### src/rtl/mem_wait_stage_pkg.sv
// Shared definitions for the MEM stage: FSM state encodings and the default
// byte address that maps to data-memory word 0.
package mem_stage_defs;

  typedef enum logic [1:0] {
    S_IDLE = 2'd0,
    S_BUSY = 2'd1,
    S_DONE = 2'd2
  } state_e;

  localparam int unsigned DEFAULT_BASE_ADDR = 1024;

endpackage

### src/rtl/mem_wait_stage_data_memory_array.sv
// Word-addressed data memory: asynchronous read, synchronous write.
// No reset; contents survive pipeline reset.
module data_memory_array #(
  parameter int N      = 32,
  parameter int ADDR_W = 6
) (
  input  logic              clk,
  input  logic              we,
  input  logic [ADDR_W-1:0] addr,
  input  logic [N-1:0]      wdata,
  output logic [N-1:0]      rdata
);

  logic [N-1:0] mem_q [2**ADDR_W];

  always_ff @(posedge clk) begin
    if (we) begin
      mem_q[addr] <= wdata;
    end
  end

  assign rdata = mem_q[addr];

endmodule

### src/rtl/mem_wait_stage.sv
// MEM stage with fixed-latency data memory: ready is low for WAIT_CYCLES+1
// cycles per access (freezing upstream), results land in MEM/WB after DONE.
module mem_wait_stage
  import mem_stage_defs::*;
#(
  parameter int N           = 32,
  parameter int ADDR_W      = 6,
  parameter int WAIT_CYCLES = 3,
  parameter int BASE_ADDR   = DEFAULT_BASE_ADDR
) (
  input  logic         clk,
  input  logic         rst,
  input  logic [N-1:0] ALU_ResIn,
  input  logic [N-1:0] Value_RmIn,
  input  logic         MEM_R_ENIn,
  input  logic         MEM_W_ENIn,
  input  logic         WB_ENIn,
  input  logic [3:0]   DestIn,
  output logic         ready,
  output logic         WB_ENOut,
  output logic         MEM_R_ENOut,
  output logic [N-1:0] ALU_ResOut,
  output logic [N-1:0] DataMemoryOut,
  output logic [3:0]   DestOut,
  output logic         addr_err
);

  localparam int CNT_W = (WAIT_CYCLES > 1) ? $clog2(WAIT_CYCLES) : 1;
  localparam logic [N:0] LIMIT = (N+1)'(4) << ADDR_W;

  state_e             state_q, state_d;
  logic [CNT_W-1:0]   cnt_q, cnt_d;

  logic               wb_en_q, wb_en_d;
  logic               mem_r_en_q, mem_r_en_d;
  logic [N-1:0]       alu_res_q, alu_res_d;
  logic [N-1:0]       data_q, data_d;
  logic [3:0]         dest_q, dest_d;
  logic               addr_err_q, addr_err_d;

  logic               req;
  logic               is_read;
  logic               in_range;
  logic               mem_we;
  logic [N-1:0]       offset;
  logic [ADDR_W-1:0]  word_addr;
  logic [N-1:0]       rd_data;

  assign req       = MEM_R_ENIn | MEM_W_ENIn;
  // A write wins when both enables are set.
  assign is_read   = MEM_R_ENIn & ~MEM_W_ENIn;
  assign offset    = ALU_ResIn - N'(BASE_ADDR);
  assign in_range  = ({1'b0, offset} < LIMIT);
  assign word_addr = offset[ADDR_W+1:2];
  assign mem_we    = (state_q == S_DONE) & MEM_W_ENIn & in_range & ~rst;

  data_memory_array #(
    .N      (N),
    .ADDR_W (ADDR_W)
  ) u_dmem (
    .clk   (clk),
    .we    (mem_we),
    .addr  (word_addr),
    .wdata (Value_RmIn),
    .rdata (rd_data)
  );

  always_comb begin
    state_d = state_q;
    cnt_d   = cnt_q;
    ready   = 1'b1;
    case (state_q)
      S_IDLE: begin
        if (req) begin
          state_d = S_BUSY;
          cnt_d   = CNT_W'(WAIT_CYCLES - 1);
          ready   = 1'b0;
        end
      end
      S_BUSY: begin
        ready = 1'b0;
        if (cnt_q != '0) begin
          cnt_d = cnt_q - CNT_W'(1);
        end else begin
          state_d = S_DONE;
        end
      end
      S_DONE: begin
        state_d = S_IDLE;
      end
      default: begin
        state_d = S_IDLE;
        cnt_d   = '0;
      end
    endcase
  end

  // Stalled cycles push a bubble; data fields simply hold.
  always_comb begin
    wb_en_d    = 1'b0;
    mem_r_en_d = 1'b0;
    addr_err_d = 1'b0;
    alu_res_d  = alu_res_q;
    data_d     = data_q;
    dest_d     = dest_q;
    if (ready) begin
      wb_en_d    = WB_ENIn;
      mem_r_en_d = is_read;
      addr_err_d = req & ~in_range;
      alu_res_d  = ALU_ResIn;
      data_d     = in_range ? rd_data : '0;
      dest_d     = DestIn;
    end
  end

  always_ff @(posedge clk) begin
    if (rst) begin
      state_q    <= S_IDLE;
      cnt_q      <= '0;
      wb_en_q    <= 1'b0;
      mem_r_en_q <= 1'b0;
      alu_res_q  <= '0;
      data_q     <= '0;
      dest_q     <= '0;
      addr_err_q <= 1'b0;
    end else begin
      state_q    <= state_d;
      cnt_q      <= cnt_d;
      wb_en_q    <= wb_en_d;
      mem_r_en_q <= mem_r_en_d;
      alu_res_q  <= alu_res_d;
      data_q     <= data_d;
      dest_q     <= dest_d;
      addr_err_q <= addr_err_d;
    end
  end

  assign WB_ENOut      = wb_en_q;
  assign MEM_R_ENOut   = mem_r_en_q;
  assign ALU_ResOut    = alu_res_q;
  assign DataMemoryOut = data_q;
  assign DestOut       = dest_q;
  assign addr_err      = addr_err_q;

endmodule

### config.mk
export PLATFORM = sky130hd
export DESIGN_NAME = mem_wait_stage
export DESIGN_NICKNAME = d
export VERILOG_FILES = /design/src/rtl/mem_wait_stage_pkg.sv /design/src/rtl/mem_wait_stage_data_memory_array.sv /design/src/rtl/mem_wait_stage.sv
export SDC_FILE = /design/constraint.sdc
export NUM_CORES = 2
export LEC_CHECK = 0
export CELL_PAD_IN_SITES_DETAIL_PLACEMENT = 1
export CELL_PAD_IN_SITES_GLOBAL_PLACEMENT = 1
export CORE_MARGIN = 1
export CORE_UTILIZATION = 54
export DETAILED_ROUTE_END_ITERATION = 6
export PLACE_DENSITY_LB_ADDON = 0.1
export SYNTH_ARGS = -nofsm -noshare
export SYNTH_HDL_FRONTEND = slang
export SYNTH_HIERARCHICAL = 1
export SYNTH_SLANG_ARGS = --single-unit
### constraint.sdc
create_clock -name clk -period 4.98 [get_ports clk]
set_input_delay 0.498 -clock clk [delete_from_list [all_inputs] [get_ports clk]]
set_output_delay 0.498 -clock clk [all_outputs]
set_load 0.005 [all_outputs]
==> flow_metrics.tcl <==
set metrics [dict create \
    final_common_cell "edfxtp_1" \
    synth_edf_count 2048 \
    crit_slowest_cell "nor4_1" \
    initial_utilization_pct 54.3 \
    period_minus_slack_ns 3.79 \
    synth-warning-count 6 \
    die-width_microns 390 \
    combPwrFrac_pct 5.6 \
    num_vias 46500 \
    clock_latency_ns 0.85 \
    crit_top_cell "buf_4" \
    ios 145 \
    violations "design-rule violations" \
    pwr-share-clk_pct 41.9 \
    cp_max_fo 32 \
    met2_usage_pct 51.2 \
    clockRootBuffer "clkbuf_16" \
    cts_setup_buffers 0 \
    layout_common_cells "2048 x edfxtp_1, 259 x mux2i_1, 215 x clkbuf_16" \
    final_antenna_net_count 0 \
    worst_slew_pin_slew_ns 1.31 \
    skew_ns 0.0250 \
    synth_ff_type "edfxtp_1" \
    syn_to_final_growth_pct 15.0 \
    fin_tns_setup_ns 0 \
    ys_seq_area_share_pct 77.4 \
    ff2ff_path_depth 7 \
    hold_path_depth 1 \
    avgViaCountPerCell 6.61 \
    min_path_type "in -> reg" \
    rsz0062_at_grt "no" \
    r2r-start "state_q[1]$_SDFFE_PP0P_" \
    drc 4 \
    grt_pass1_vias 47400 \
    cts_num_sinks 2123 \
    power_density_nw_per_um2 399 \
    setup_viol 0 \
    crit_path_start_kind "primary input" \
    core_sq_um 150000 \
    synthesis.instances 4553 \
    gp_congestion 0.873 \
    worstReg2RegEnd "u_dmem/mem_q[32][24]$_DFFE_PP_" \
    wl_per_cell_microns 34.0 \
    grt_busiest_layer "met2" \
    clk_path_buf_depth 3 \
    final_nets 4897 \
    drtPass1Iterations 7 \
    dp_hpwl_microns 142000 \
    maxCapViolations 0 \
    crit_type "in -> reg" \
    postRouteWirelength_microns 238000 \
    fin_crit_sh_pct 76.2 \
    finalMaxSlewViolations 0 \
    seq_power_share_pct 52.5 \
    switching_share_pct 21.7 \
    synth_cell_types 66 \
    cts_max_level 4 \
    numCtsBuffers 209 \
    rrSetupSlack_ns 1.81 \
    die_h_microns 390 \
    synth_area_leaders "edfxtp_1 76%, mux2i_1 3.2%, mux4_2 2.7%" \
    grt_use_total_pct 31.4 \
    outcome "finished with violations" \
    grt_pass1_wl_microns 341000 \
    vdd_drop_max_mv 0.352 \
    endpoint "u_dmem/mem_q[32][24]$_DFFE_PP_" \
    critPathArrivalTime_ns 4.26 \
    rows 142 \
    grt_use_met1_pct 43.7 \
    switching_power_mw 8.11 \
    ys_async_sr_fraction_pct 0 \
    netlist_area_sq_um 81400 \
    synth_top_area_share_pct 75.6 \
    syn_avg_cell_area_sq_um 17.9 \
    fmaxAchievable_ghz 0.264 \
    yosys.area.top_type "edfxtp_1" \
    totalPowerFinal_mw 37.3 \
    antenna_found_initial 16 \
    drtIter0Drc 5362 \
    gr-total-overflow 0 \
    cellLeakagePower_nw 30.1 \
    final_layout_size_suffix_gt1_share_pct 19.1 \
    startpoint "ALU_ResIn[31]" \
    dieArea_sq_um 152000 \
    intPower_mw 29.2 \
    synth_nets 4627 \
    io_buffers 144 \
    grt_max_degree 92 \
    cts_tree "built" \
    clk_pin_slew_ns 0.06 \
    grt_use_met3_pct 5.51 \
    crit_required_ns 5.45 \
    maxSlewHeadroom_pct 12.6 \
    slowest_delay_ns 0.54 \
    ys_seq_elements 2123 \
    endpoint_kind "flop" \
    hold_viol_final 0 \
    cp_cell_sequence "clkdlybuf4s50_1 -> nor4_1 -> nand4_1 -> nor3_1 -> and4_1 -> nor2b_1 -> nand2_1 -> buf_4 -> nor2_4 -> buf_4" \
]
cells by family (layout without fill, tap and decap cells):
kind of cell | after synthesis | in the layout | synth area share, %
adder cells (fa/ha/maj) | 1 | 1 | 0.0154
buffers and inverters | 333 | 786 | 1.82
other | 0 | 2 | 0
AND/OR/NAND/NOR | 586 | 586 | 3.86
multiplexers | 502 | 502 | 7.88
XOR/XNOR | 2 | 2 | 0.0215
AO/OA/AOI/OAI | 1006 | 1006 | 8.99
flip-flops | 2123 | 2123 | 77.4
layer usage:
layer	wire, microns	part of all wire (%)
met5	61	0.026
met4	5970	2.5
met3	20000	8.4
met2	117000	49
met1	95600	40
per-stage QoR:
step / area, sq um / std cells / util (%) / hold WS, ns / worst slack (ns)
2_1_floorplan: 81400 / 4553 / - / 0.448 / 1.24
3_3_place_gp: 86700 / 6627 / 57.9 / 0.437 / 0.628
3_5_place_dp: 86700 / 6627 / 57.9 / 0.444 / 0.498
4_1_cts: 93500 / 7022 / 62.5 / 0.0360 / 1.39
5_1_grt: 93500 / 7023 / 62.5 / 0.0575 / 1.08
6_report: 93500 / 7024 / 62.5 / 0.0815 / 1.19
cells in the mapped netlist (16+ instances only):
cell / count
nand3b_1: 66
a21oi_1: 160
buf_1: 34
mux2i_1: 259
a31oi_1: 43
clkbuf_1: 187
o21ai_0: 87
mux2_2: 147
mux4_2: 96
o22ai_1: 93
a221oi_1: 175
nor3_1: 25
edfxtp_1: 2048
o22a_1: 70
nand3_1: 55
and3_1: 85
dfxtp_1: 75
o21ai_2: 30
nand2b_1: 18
buf_2: 88
a22o_1: 66
a222oi_1: 16
nor2_1: 149
nand2_1: 102
a22oi_1: 188
a211oi_1: 18
nor4_1: 17
worst min path at each step:
| stage | startpoint | endpoint | slack (ns) |
|---|---|---|---|
| floorplan | ALU_ResOut[0]$_SDFFE_PP0N_ | ALU_ResOut[0]$_SDFFE_PP0N_ | 0.45 |
| global placement | DestOut[1]$_SDFFE_PP0N_ | DestOut[1]$_SDFFE_PP0N_ | 0.44 |
| detailed placement | ALU_ResOut[0]$_SDFFE_PP0N_ | ALU_ResOut[0]$_SDFFE_PP0N_ | 0.44 |
| CTS | Value_RmIn[19] | u_dmem/mem_q[46][19]$_DFFE_PP_ | 0.04 |
| global route | Value_RmIn[19] | u_dmem/mem_q[40][19]$_DFFE_PP_ | 0.06 |
| finish | Value_RmIn[19] | u_dmem/mem_q[40][19]$_DFFE_PP_ | 0.08 |
layout make-up:
type                            instances  area [sq um]
Multi-Input combinational cell       2097         17500
Fill cell                           12800         56200
Inverter                                7          33.8
Tap cell                             2016          2520
Timing Repair Buffer                  385          3630
Antenna cell                            2          5.00
Sequential cell                      2123         63000
Clock inverter                        113          1040
Clock buffer                          281          5770
registers in the layout, indices dropped and copies added, names as in the netlist:
name,count
ALU_ResOut,32
DataMemoryOut,32
DestOut,4
MEM_R_ENOut,1
WB_ENOut,1
addr_err,1
cnt_q,2
state_q,2
u_dmem/mem_q,2048
power groups by stage:
stage | clock network [mW] | logic (mW) | registers (mW)
3_5_place_dp | 0 | 2.05 | 20.0
6_report | 15.7 | 2.08 | 19.6
3_3_place_gp | 0 | 2.00 | 20.0
5_1_grt | 16.5 | 2.17 | 19.6
4_1_cts | 15.9 | 2.06 | 19.6
2_1_floorplan | 0 | 0.977 | 20.0
worst max-delay path, delay by kind of cell:
kind / cells / cell delay, ns
simple gates: 7 / 2.46
buf+inv: 3 / 1.25
repair_timing:
item / in CTS / in global routing
hold buffers: 1 / 0
gates resized for setup: 0 / 0
hold endpoints to repair: 8 / 0
Power figures use the tool's default switching activity.
